### src/rtl/seq_alu_if.sv
// seq_alu_if: operand/opcode request channel and result/flags response
// channel of seq_alu, each with its own valid/ready pair.
interface seq_alu_if #(
  parameter int WIDTH = 8
);
  logic               in_valid;
  logic               in_ready;
  logic [WIDTH-1:0]   a;
  logic [WIDTH-1:0]   b;
  logic [3:0]         sel;
  logic               out_valid;
  logic               out_ready;
  logic [2*WIDTH-1:0] result;
  logic               zero;
  logic               carry;
  logic               err;

  // sequencer / producer side
  modport master (
    output in_valid, a, b, sel, out_ready,
    input  in_ready, out_valid, result, zero, carry, err
  );

  // ALU side
  modport slave (
    input  in_valid, a, b, sel, out_ready,
    output in_ready, out_valid, result, zero, carry, err
  );
endinterface

### src/rtl/seq_alu.sv
// seq_alu: handshaked WIDTH-bit ALU. Logic/add/shift ops finish in one cycle;
// MUL (shift-add) and DIV/MOD (restoring) iterate WIDTH cycles.
// Build option: SEQ_ALU_DIV_EN compiles in the iterative divider; without it
// DIV/MOD are reported as unsupported opcodes.
module seq_alu #(
  parameter int WIDTH = 8
) (
  input logic   clk,
  input logic   rst,
  seq_alu_if.slave bus
);
  localparam int CW = (WIDTH > 2) ? $clog2(WIDTH) : 1;

  localparam logic [1:0] IDLE = 2'd0;
  localparam logic [1:0] BUSY = 2'd1;
  localparam logic [1:0] DONE = 2'd2;

  localparam logic [3:0] OP_ADD = 4'b0000;
  localparam logic [3:0] OP_SUB = 4'b0001;
  localparam logic [3:0] OP_AND = 4'b0010;
  localparam logic [3:0] OP_OR  = 4'b0011;
  localparam logic [3:0] OP_XOR = 4'b0100;
  localparam logic [3:0] OP_NOT = 4'b0101;
  localparam logic [3:0] OP_SHL = 4'b0110;
  localparam logic [3:0] OP_SHR = 4'b0111;
  localparam logic [3:0] OP_MUL = 4'b1000;
  localparam logic [3:0] OP_DIV = 4'b1001;
  localparam logic [3:0] OP_MOD = 4'b1010;
  localparam logic [3:0] OP_EQ  = 4'b1011;

  logic [1:0]         state;
  logic [CW-1:0]      cnt;
  logic [WIDTH-1:0]   op_a;
  // MUL: acc_hi = product high half, acc_lo = multiplier shifting into product low half
  // DIV: acc_hi = partial remainder,  acc_lo = dividend shifting out / quotient in
  logic [WIDTH-1:0]   acc_hi;
  logic [WIDTH-1:0]   acc_lo;
  logic [2*WIDTH-1:0] res_q;
  logic               zero_q;
  logic               carry_q;
  logic               err_q;
`ifdef SEQ_ALU_DIV_EN
  logic [WIDTH-1:0]   op_b;
  logic [3:0]         op_sel;
  logic [WIDTH:0]     div_t;
  logic [WIDTH:0]     div_d;
  logic               div_ge;
`endif

  // single-cycle result decode straight from the request channel
  logic [2*WIDTH-1:0] q_res;
  logic               q_carry;
  logic               q_err;
  logic               q_iter;

  // one iteration step of the multiplier / divider
  logic [WIDTH:0]     mul_sum;
  logic [WIDTH-1:0]   nxt_hi;
  logic [WIDTH-1:0]   nxt_lo;
  logic [2*WIDTH-1:0] it_res;

  assign bus.in_ready  = (state == IDLE);
  assign bus.out_valid = (state == DONE);
  assign bus.result    = res_q;
  assign bus.zero      = zero_q;
  assign bus.carry     = carry_q;
  assign bus.err       = err_q;

  // decode the opcode; iterative ops only flag q_iter, zero operand b short-circuits them
  always_comb begin
    q_res   = '0;
    q_carry = 1'b0;
    q_err   = 1'b0;
    q_iter  = 1'b0;
    case (bus.sel)
      OP_ADD: begin
        q_res[WIDTH:0] = {1'b0, bus.a} + {1'b0, bus.b};
        q_carry        = q_res[WIDTH];
      end
      OP_SUB: begin
        q_res[WIDTH-1:0] = bus.a - bus.b;
        q_carry          = (bus.a < bus.b);
      end
      OP_AND: q_res[WIDTH-1:0] = bus.a & bus.b;
      OP_OR:  q_res[WIDTH-1:0] = bus.a | bus.b;
      OP_XOR: q_res[WIDTH-1:0] = bus.a ^ bus.b;
      OP_NOT: q_res[WIDTH-1:0] = ~bus.a;
      OP_SHL: begin
        q_res[WIDTH:0] = {bus.a, 1'b0};
        q_carry        = bus.a[WIDTH-1];
      end
      OP_SHR: q_res[WIDTH-1:0] = bus.a >> 1;
      // multiply by zero is trivially zero, no need to iterate
      OP_MUL: q_iter = (bus.b != '0);
`ifdef SEQ_ALU_DIV_EN
      OP_DIV, OP_MOD: begin
        if (bus.b == '0) q_err  = 1'b1;
        else             q_iter = 1'b1;
      end
`endif
      OP_EQ:  q_res[0] = (bus.a == bus.b);
      default: q_err = 1'b1;
    endcase
  end

  // next accumulator values; it_res is the final answer on the last step
  always_comb begin
    mul_sum = {1'b0, acc_hi} + (acc_lo[0] ? {1'b0, op_a} : {(WIDTH+1){1'b0}});
    nxt_hi  = mul_sum[WIDTH:1];
    nxt_lo  = {mul_sum[0], acc_lo[WIDTH-1:1]};
    it_res  = {nxt_hi, nxt_lo};
`ifdef SEQ_ALU_DIV_EN
    div_t  = {acc_hi, acc_lo[WIDTH-1]};
    div_d  = div_t - {1'b0, op_b};
    div_ge = (div_t >= {1'b0, op_b});
    if (op_sel != OP_MUL) begin
      nxt_hi = div_ge ? div_d[WIDTH-1:0] : div_t[WIDTH-1:0];
      nxt_lo = {acc_lo[WIDTH-2:0], div_ge};
      it_res = (op_sel == OP_DIV) ? {{WIDTH{1'b0}}, nxt_lo} : {{WIDTH{1'b0}}, nxt_hi};
    end
`endif
  end

  // IDLE/BUSY/DONE control, operand capture, iteration and output registers
  always_ff @(posedge clk or posedge rst) begin
    if (rst) begin
      state   <= IDLE;
      cnt     <= '0;
      op_a    <= '0;
      acc_hi  <= '0;
      acc_lo  <= '0;
      res_q   <= '0;
      zero_q  <= 1'b0;
      carry_q <= 1'b0;
      err_q   <= 1'b0;
`ifdef SEQ_ALU_DIV_EN
      op_b    <= '0;
      op_sel  <= '0;
`endif
    end else begin
      case (state)
        IDLE: begin
          if (bus.in_valid) begin
            if (q_iter) begin
              state  <= BUSY;
              cnt    <= '0;
              op_a   <= bus.a;
              acc_hi <= '0;
`ifdef SEQ_ALU_DIV_EN
              op_b   <= bus.b;
              op_sel <= bus.sel;
              acc_lo <= (bus.sel == OP_MUL) ? bus.b : bus.a;
`else
              acc_lo <= bus.b;
`endif
            end else begin
              state   <= DONE;
              res_q   <= q_res;
              zero_q  <= (q_res == '0);
              carry_q <= q_carry;
              err_q   <= q_err;
            end
          end
        end
        BUSY: begin
          acc_hi <= nxt_hi;
          acc_lo <= nxt_lo;
          cnt    <= cnt + 1'b1;
          if (cnt == CW'(WIDTH-1)) begin
            state   <= DONE;
            res_q   <= it_res;
            zero_q  <= (it_res == '0);
            carry_q <= 1'b0;
            err_q   <= 1'b0;
          end
        end
        DONE: begin
          if (bus.out_ready) state <= IDLE;
        end
        default: state <= IDLE;
      endcase
    end
  end
endmodule

### src/flat_wrapper.sv
// flat-port wrapper written by rule: the top's interface ports become plain ports
module seq_alu_flat 
#(
  parameter int WIDTH = 8
)
  (clk, rst, bus_in_valid, bus_a, bus_b, bus_sel, bus_out_ready, bus_in_ready, bus_out_valid, bus_result, bus_zero, bus_carry, bus_err);
  seq_alu_if #(.WIDTH(WIDTH)) bus_i ();
  input logic clk;
  input logic rst;
  input wire logic [$bits(bus_i.in_valid)-1:0] bus_in_valid;
  input wire logic [$bits(bus_i.a)-1:0] bus_a;
  input wire logic [$bits(bus_i.b)-1:0] bus_b;
  input wire logic [$bits(bus_i.sel)-1:0] bus_sel;
  input wire logic [$bits(bus_i.out_ready)-1:0] bus_out_ready;
  output wire logic [$bits(bus_i.in_ready)-1:0] bus_in_ready;
  output wire logic [$bits(bus_i.out_valid)-1:0] bus_out_valid;
  output wire logic [$bits(bus_i.result)-1:0] bus_result;
  output wire logic [$bits(bus_i.zero)-1:0] bus_zero;
  output wire logic [$bits(bus_i.carry)-1:0] bus_carry;
  output wire logic [$bits(bus_i.err)-1:0] bus_err;
  assign bus_i.in_valid = bus_in_valid;
  assign bus_i.a = bus_a;
  assign bus_i.b = bus_b;
  assign bus_i.sel = bus_sel;
  assign bus_i.out_ready = bus_out_ready;
  assign bus_in_ready = bus_i.in_ready;
  assign bus_out_valid = bus_i.out_valid;
  assign bus_result = bus_i.result;
  assign bus_zero = bus_i.zero;
  assign bus_carry = bus_i.carry;
  assign bus_err = bus_i.err;
  seq_alu #(.WIDTH(WIDTH)) u_core (.clk(clk), .rst(rst), .bus(bus_i));
endmodule
### config.mk
export PLATFORM = sky130hd
export DESIGN_NAME = seq_alu_flat
export DESIGN_NICKNAME = d
export VERILOG_FILES = /design/src/rtl/seq_alu_if.sv /design/src/rtl/seq_alu.sv /design/src/flat_wrapper.sv
export SDC_FILE = /design/constraint.sdc
export NUM_CORES = 1
export LEC_CHECK = 0
export CORE_MARGIN = 5
export CORE_UTILIZATION = 62
export CTS_CLUSTER_DIAMETER = 40
export DETAILED_ROUTE_END_ITERATION = 7
export PLACE_DENSITY = 0.94
export SLEW_MARGIN = 20
export SYNTH_ARGS = -nofsm -noshare
export SYNTH_HDL_FRONTEND = slang
export SYNTH_SLANG_ARGS = --single-unit
export TNS_END_PERCENT = 50
### constraint.sdc
create_clock -name clk -period 4.5 [get_ports clk]
set_input_delay 1.125 -clock clk [delete_from_list [all_inputs] [get_ports clk]]
set_output_delay 1.125 -clock clk [all_outputs]
set_load 0.02 [all_outputs]
* Word-level counts from Yosys, hierarchy flattened *
Index checks and enable logic that the tools add are counted.

word-level totals
  flip-flop bits (word level) = 48
  input bits = 24

cells by class
  bitwise gates (word level) = 4
  reductions and logical operators = 11
  $lt $le $gt $ge = 1
  mux-type cells = 36
  add/sub/neg operators = 4
  eq/ne operators = 18

operators by type and width
  kind                                            number
  one-hot mux 7 bit (8 select lines)              1
  two-way mux 16 bit                              3
  two-way mux 8 bit                               5
  zero test 16 bit                                2
  one-hot mux 16 bit (2 select lines)             1
  one-hot mux 8 bit (2 select lines)              2
  == test 4 x 3 -> 1 bit (second input constant)  4
  two-way mux 1 bit                               10
  OR reduction 10 bit                             1
  adder 8 x 8 -> 9 bit                            1
  adder 8 x 9 -> 9 bit                            1
  AND reduction 3 bit                             3
  bitwise AND 8 bit                               1
  == test 4 x 2 -> 1 bit (second input constant)  2
  == test 4 bit (second input constant)           2
  == test 8 bit                                   1
  < comparator 8 bit                              1
  two-way mux 2 bit                               4
  NOT 8 bit                                       1
  bitwise OR 8 bit                                1
  one-hot mux 1 bit (2 select lines)              4
  one-hot mux 1 bit (8 select lines)              1
  nonzero test 8 bit                              1
  subtractor 8 bit                                1
  other kinds (16)                                20

* Longest topological paths before layout *
Gate-level depths: netlist of run 1.

  depth after elaboration = 6
  gate-level depth with buffers = 11

* Worst setup path after synthesis of run 1 *
Ideal clock, no wire load.

  kind = input -> register
  from = input port bus_a[1]
  to = register u_core.zero_q (netlist: u_core.bus.zero)
  stages = 9
  library setup time = 0.077 ns
  setup slack = 1.203 ns
  data required time = 4.423 ns
  data arrival time = 3.219 ns
  cells stage by stage = inv_1 ha_1 o21bai_2 a2111oi_0 nor4_1 mux2i_1 a211o_1 or4_1 a21oi_1

between the ends
  longest elaborated chain between the ends = 6

ends and longest elaborated chain
  what                                                        line                text
  from (decl)                                                 flat_wrapper.sv:11  input wire logic [$bits(bus_i.a)-1:0] bus_a;
  subtractor 8 bit (tied with other cells)                    seq_alu.sv:81       q_res[WIDTH-1:0] = bus.a - bus.b;
  one-hot mux 7 bit (8 select lines) (tied with other cells)  seq_alu.sv:75       case (bus.sel)
  zero test 16 bit *                                          seq_alu.sv:159      zero_q <= (q_res == '0);
  two-way mux 1 bit *                                         seq_alu.sv:144      if (q_iter) begin
  two-way mux 1 bit *                                         seq_alu.sv:143      if (bus.in_valid) begin
  one-hot mux 1 bit (2 select lines) *                        seq_alu.sv:141      case (state)
  to (signal assigned)                                        seq_alu.sv:159
  to (signal assigned)                                        seq_alu.sv:172      zero_q <= (it_res == '0);
  to (decl)                                                   seq_alu.sv:39       logic zero_q;

Mark *: on every way between the ends. The rest lies on a longest branch, timed or not. The select of a mux whose other input is x is not followed.
A chain may end at the register's enable or synchronous reset.

* Worst setup path in the final report of run 1 *
  from = input port bus_a[3]
  to = register u_core.zero_q (netlist: u_core.bus.zero)

Same word-level chain as after synthesis.

==> impl_metrics.ini, run 1 <==
[setup_path]
path_buf_inv = 3
reg2reg_depth = 9
path_depth = 11
required_ns = 4.73
crit_family = compound AO/OA/AOI/OAI gates
path_cells = clkdlybuf4s50_1 > inv_1 > ha_1 > buf_4 > a21o_1 > a221oi_1 > nor2_1 > o32ai_1 > nand4_1 > or4_1 > a21oi_1
max_stage_delay_ns = 0.63
startpoint_type = input pin
endpoint_kind = register
crit_fanout = 10
worstPathArrival_ns = 4.18
critical_path_class = input pin to register
critPathSlowestCell = clkdlybuf4s50_1

[synth]
synth_nets = 508
synth_edf_count = 0
ys.warnings.count = 0
synthFlopType = dfrtp_1
synth.top_cell.area_share_pct = 31.2
syn_area_um2 = 3850
synth-seq-cells = 48
synth.top_cells.by_area = dfrtp_1 31%, ha_1 11%, nand2_1 4.0%
synth_cells = 447
synthDistinctLibCells = 75
synth_area_leader_cell = dfrtp_1
yosysSeqAreaShare_pct = 31.2
async_flop_share_pct = 100
syn-mean-instance-area_um2 = 8.62

[detailed_routing]
drcViolationCount = 0
first_iter_violations = 419
vias = 3645
wl_um = 11000
ant_nets = 0
avgViaCountPerCell = 6.54
drtPass1Iterations = 5
wl_per_cell_um = 19.7

[sta]
hold_viol_final = 0
tightest_slew_ns = 0.981
drv_slew = 0
max_freq_mhz = 253
layout_min_cycle_time_ns = 3.95
slew_headroom_pct = 34.5
timing.hold.ws_ns = 0.488
rsz0062_at_grt = no
setup_viol = 0
skew_ns = 0.00668
timing.setup.tns_ns = 0
period_share_pct = 87.7

[finish]
insertedDiodeCount = 0
final_core_util_pct = 74.0
drive_gt1_share_pct = 7.26
final_area_um2 = 4430
most-common-layout-cells = 48 x dfrtp_1, 44 x clkdlybuf4s50_1, 41 x nand2_1
num-fill-cells = 439
final_common_cell = dfrtp_1
syn_to_final_growth_pct = 15.0
seqCellArea_um2 = 1200
nets = 542
multiInputGateArea_um2 = 2400

[power_and_ir_drop]
powerDensity_nw_per_um2 = 393
fin_total_pwr_mw = 1.74
power_leakage_nw = 2.05
irDropWorstVdd_v = 0.000420

[global_route]
track_usage_pct = 30.0
grt_max_degree = 49
grt_pass1_wl_um = 18100
grt_pass1_vias = 3608
grt_overflow_total = 0
antenna_found_initial = 0

[cts]
post_cts_resized = 0
cts_sinks = 48
root_buffer = clkbuf_8
cts_max_path_buffers = 2
tritoncts = done
clock_latency_ns = 0.31
cts_buffers = 5
cts_hold_buf = 0
post-cts-setup-buffer-count = 0
clk_pin_slew_ns = 0.09
ctsHtreeMaxLevel = 2

[run_status]
status = finished clean

[die]
core-area_um2 = 5990
pin_count = 45
core.rowCount = 28
die_x_um = 88.8
die_area_um2 = 7890
die_y_um = 88.8
initial_core_util_pct = 64.3

[placed_design]
port_buffers = 44
place_area_um2 = 4320
hpwl_um = 8410
finalWeightedCongestion = 0.958

[hold_path]
hold_class = register to register
min_path_cells = 2

[flow_run]
maxCapViolations = 0
[sequential cells by signal, indices dropped and copies added, names as in the netlist]
name	count
u_core.bus.zero	1
u_core.acc_lo	8
u_core.state	2
u_core.op_a	8
u_core.cnt	3
u_core.bus.err	1
u_core.acc_hi	8
u_core.bus.result	16
u_core.bus.carry	1
[worst register-to-register path: stages (launching register included)]
cell and delay (ns):
dfrtp_1 0.49, and2_1 0.17, ha_1 0.17, inv_1 0.06, fa_1 0.61, nor4b_1 0.46, nand4_1 0.18, nor3b_1 0.26
a41oi_1 0.20, a21oi_1 0.19
[cell usage after synthesis (all sizes together) (2+ instances only)]
cell and instances:
and3 5, and2b 2, a2111oi 3, a21o 13, nand2b 7, a22oi 5
dfrtp 48, inv 31, and2 9, nor3b 2, a221o 3, o211ai 2
clkbuf 11, o21ai 29, xor2 5, ha 34, a21oi 26, or4 2
mux2 5, a211o 2, nor4b 2, xnor2 2, nand3b 2, or3 3
nor2b 9, nand2 41, or2 7, o21bai 2, nand4 4, a31oi 4
o31ai 7, a211oi 5, o22ai 6, o31a 2, buf 15, o32ai 3
a221oi 2, mux2i 11, fa 3, nor3 11, nor4 7, o21a 2
nor2 33
[per-layer routing]
layer	part of all wire [%]	vias up	wire, µm	track usage (%)
li1	-	1672	-	-
met1	40	1722	4420	40.3
met2	46	208	5060	46.4
met3	10	43	1110	7.08
met4	3.6	0	397	12.6
met5	0	-	0	0
[report_power, final]
group	switching [mW]	total [mW]	internal [mW]
sequential	0.106	0.670	0.564
combinational	0.421	0.759	0.338
clock	0.147	0.312	0.165
total	0.673	1.74	1.07
[logic make-up after synthesis]
| logic type | after synthesis | share of synthesized area [%] |
|---|---|---|
| XOR/XNOR | 7 | 1.59 |
| AND/OR/NAND/NOR | 151 | 20.3 |
| adder cells (fa/ha/maj) | 37 | 12.6 |
| buffers and inverters | 57 | 6.46 |
| flip-flops | 48 | 31.2 |
| AO/OA/AOI/OAI | 130 | 23.0 |
| multiplexers | 17 | 4.90 |
[cell type report]
cell class | instances | area share [%]
multi-input cells | 342 | 54.2
flip-flops and latches | 48 | 27.1
repair buffers | 53 | 11.5
inverters | 31 | 2.65
well taps | 75 | 2.12
clock buffers | 6 | 1.64
clock inverters | 2 | 0.791
[final timing paths]
| check | endpoint | start | slack, ns |
|---|---|---|---|
| min in group asynchronous | u_core.op_a[1]$_DFFE_PP0P_ | rst | 1.28 |
| worst min register to register | u_core.bus.result[0]$_DFFE_PP0P_ | u_core.bus.result[0]$_DFFE_PP0P_ | 0.49 |
| worst min-delay path | u_core.bus.result[0]$_DFFE_PP0P_ | u_core.bus.result[0]$_DFFE_PP0P_ | 0.49 |
| max in group asynchronous | u_core.bus.result[5]$_DFFE_PP0P_ | rst | 2.74 |
| worst max register to register | u_core.bus.zero$_DFFE_PP0P_ | u_core.acc_lo[0]$_DFFE_PP0P_ | 1.66 |
| worst max-delay path | u_core.bus.zero$_DFFE_PP0P_ | bus_a[3] | 0.55 |
[per-stage QoR]
step | worst slack, ns | instances
2_1_floorplan | 1.20 | 447
3_3_place_gp | 0.320 | 549
3_5_place_dp | 0.285 | 549
4_1_cts | 0.601 | 557
5_1_grt | 0.334 | 557
6_report | 0.554 | 557
Power figures use the tool's default switching activity.
==> run 2, diff against run 1 <==
--- a/config.mk
+++ b/config.mk
@@ -5,11 +5,12 @@
 export SDC_FILE = /design/constraint.sdc
 export NUM_CORES = 1
 export LEC_CHECK = 0
+export CAP_MARGIN = 20
 export CORE_MARGIN = 5
 export CORE_UTILIZATION = 62
 export CTS_CLUSTER_DIAMETER = 40
 export DETAILED_ROUTE_END_ITERATION = 7
-export PLACE_DENSITY = 0.94
+export PLACE_DENSITY = 0.93
 export SLEW_MARGIN = 20
 export SYNTH_ARGS = -nofsm -noshare
 export SYNTH_HDL_FRONTEND = slang
==> run 2 against run 1 <==
  * Combinational power down 0.7%
  * First-iteration DRC count down 5.3%
  * Global-route usage up 0.37 points
  * Critical endpoint unchanged
  * Highest routed layer unchanged
==> impl_metrics.ini, run 2 (synthesized netlist as in run 1, its figures left out) <==
[power_and_ir_drop]
powerDensity_nw_per_um2 = 386
seqPwrFrac_pct = 39.5
combPwrFrac_pct = 44.2
irDropWorstVdd_v = 0.000299
intPower_mw = 1.03
power_leakage_nw = 2.04
p_sw_share_pct = 39.8
power_frac_clock_pct = 16.3
p_switching_uw = 678

[detailed_routing]
first_iter_violations = 397
vias = 3723
wl_um = 11300
drtPass1Iterations = 5
topRoutingLayerUsed = met4
route.met2.wl_um = 5080
routed-wl-met3_um = 1210
wl_per_cell_um = 20.3
ant_nets = 0
wl_met1_um = 4580
avgViaCountPerCell = 6.68
drcViolationCount = 0

[sta]
rsz0062_at_grt = no
tightest_slew_ns = 1.01
drv_slew = 0
max_freq_mhz = 249
slew_headroom_pct = 32.6
hold_viol_final = 0
layout_min_cycle_time_ns = 4.01
skew_ns = 0.00821
period_share_pct = 89.1
timing.setup.tns_ns = 0
setup_viol = 0

[finish]
num-fill-cells = 445
final_common_cell = dfrtp_1
multiInputGateArea_um2 = 2400
largest_reg_flops = 16
drive_gt1_share_pct = 7.26
most-common-layout-cells = 48 x dfrtp_1, 44 x clkdlybuf4s50_1, 41 x nand2_1
syn_to_final_growth_pct = 14.6
seqCellArea_um2 = 1200
final_core_util_pct = 73.7
nets = 542
insertedDiodeCount = 0

[placed_design]
finalWeightedCongestion = 1.04
port_buffers = 44
hpwl_um = 8520

[hold_path]
min_from = u_core.bus.result[10]$_DFFE_PP0P_
hold_class = register to register

[setup_path]
endpoint_kind = register
setup.worst_path.end = u_core.bus.zero$_DFFE_PP0P_
rr_startpoint = u_core.acc_lo[0]$_DFFE_PP0P_
crit_fanout = 4
timing.rr.end = u_core.bus.zero$_DFFE_PP0P_
crit_start = bus_a[0]
reg2reg_slack_ns = 1.62
reg2reg_depth = 9
required_ns = 4.74
startpoint_type = input pin
worstPathArrival_ns = 4.25
critical_path_class = input pin to register

[cts]
cts_buffers = 5
post-cts-setup-buffer-count = 0
post_cts_resized = 0
clk_pin_slew_ns = 0.09
clock_latency_ns = 0.32
ctsHtreeMaxLevel = 2
cts_hold_buf = 0
cts_sinks = 48
cts_max_path_buffers = 2
root_buffer = clkbuf_8
tritoncts = done

[flow_run]
maxCapViolations = 0

[die]
pin_count = 45
die_y_um = 88.8
core-area_um2 = 5990
initial_core_util_pct = 64.3
die_x_um = 88.8
die_area_um2 = 7890
core.rowCount = 28

[global_route]
track_usage_pct = 30.4
grt_pass1_vias = 3568
grt_pass1_wl_um = 18200
antenna_found_initial = 0
grt_max_degree = 49
grt_overflow_total = 0

[run_status]
status = finished clean
==> run 2: changes by cell type in the layout (fill, tap and decap cells not counted) <==
cell / previous run / this run
clkinv_2: 2 / 1
clkinvlp_4: 0 / 1
clkbuf_8: 5 / 6
bufinv_16: 1 / 0
==> run 2: worst max-delay path, stage by stage <==
cell	delay, ns
clkdlybuf4s50_1	0.55
inv_1	0.10
ha_1	0.23
fa_1	0.43
xor2_1	0.16
mux2i_1	0.18
o32ai_1	0.11
a2111oi_1	0.45
nand4_1	0.26
or4_1	0.51
a21oi_1	0.14
==> run 2: worst min-delay path by stage <==
| stage | to | slack (ns) | cells after the start |
|---|---|---|---|
| 2_1_floorplan | u_core.op_a[6]$_DFFE_PP0P_ | 0.45 | 2 |
| 3_3_place_gp | u_core.bus.result[10]$_DFFE_PP0P_ | 0.46 | 2 |
| 3_5_place_dp | u_core.bus.result[1]$_DFFE_PP0P_ | 0.47 | 1 |
| 4_1_cts | u_core.bus.result[1]$_DFFE_PP0P_ | 0.49 | 1 |
| 5_1_grt | u_core.bus.result[1]$_DFFE_PP0P_ | 0.51 | 1 |
| 6_report | u_core.bus.result[10]$_DFFE_PP0P_ | 0.48 | 2 |
==> run 2: through the flow <==
step / hold slack [ns] / setup slack (ns) / instance area, µm² / instances / total power [mW]
after floorplan: 0.447 / 1.20 / 3850 / 447 / 1.15
after global placement: 0.464 / 0.303 / 4320 / 549 / 1.38
after detailed placement: 0.466 / 0.256 / 4320 / 549 / 1.41
after CTS: 0.485 / 0.579 / 4420 / 557 / 1.69
after global routing: 0.508 / 0.384 / 4420 / 557 / 1.81
final: 0.480 / 0.489 / 4420 / 557 / 1.70
==> run 2: cell type report <==
class                           count  area share, %
Clock buffer                        7           1.95
Clock inverter                      1          0.170
Inverter                           31           2.66
Multi-Input combinational cell    342           54.4
Sequential cell                    48           27.2
Tap cell                           75           2.12
Timing Repair Buffer               53           11.5
==> run 2: per-layer routing <==
layer  vias up  GRT usage [%]
li1       1676              -
met1      1750           41.4
met5         -              0
met2       248           45.8
met3        49           8.75
met4         0           11.4
==> run 2: power by group through the flow <==
stage,logic (mW),clock network [mW],registers [mW]
2_1_floorplan,0.464,0,0.683
3_3_place_gp,0.713,0,0.667
3_5_place_dp,0.738,0,0.673
4_1_cts,0.743,0.278,0.666
5_1_grt,0.829,0.297,0.684
6_report,0.754,0.278,0.673
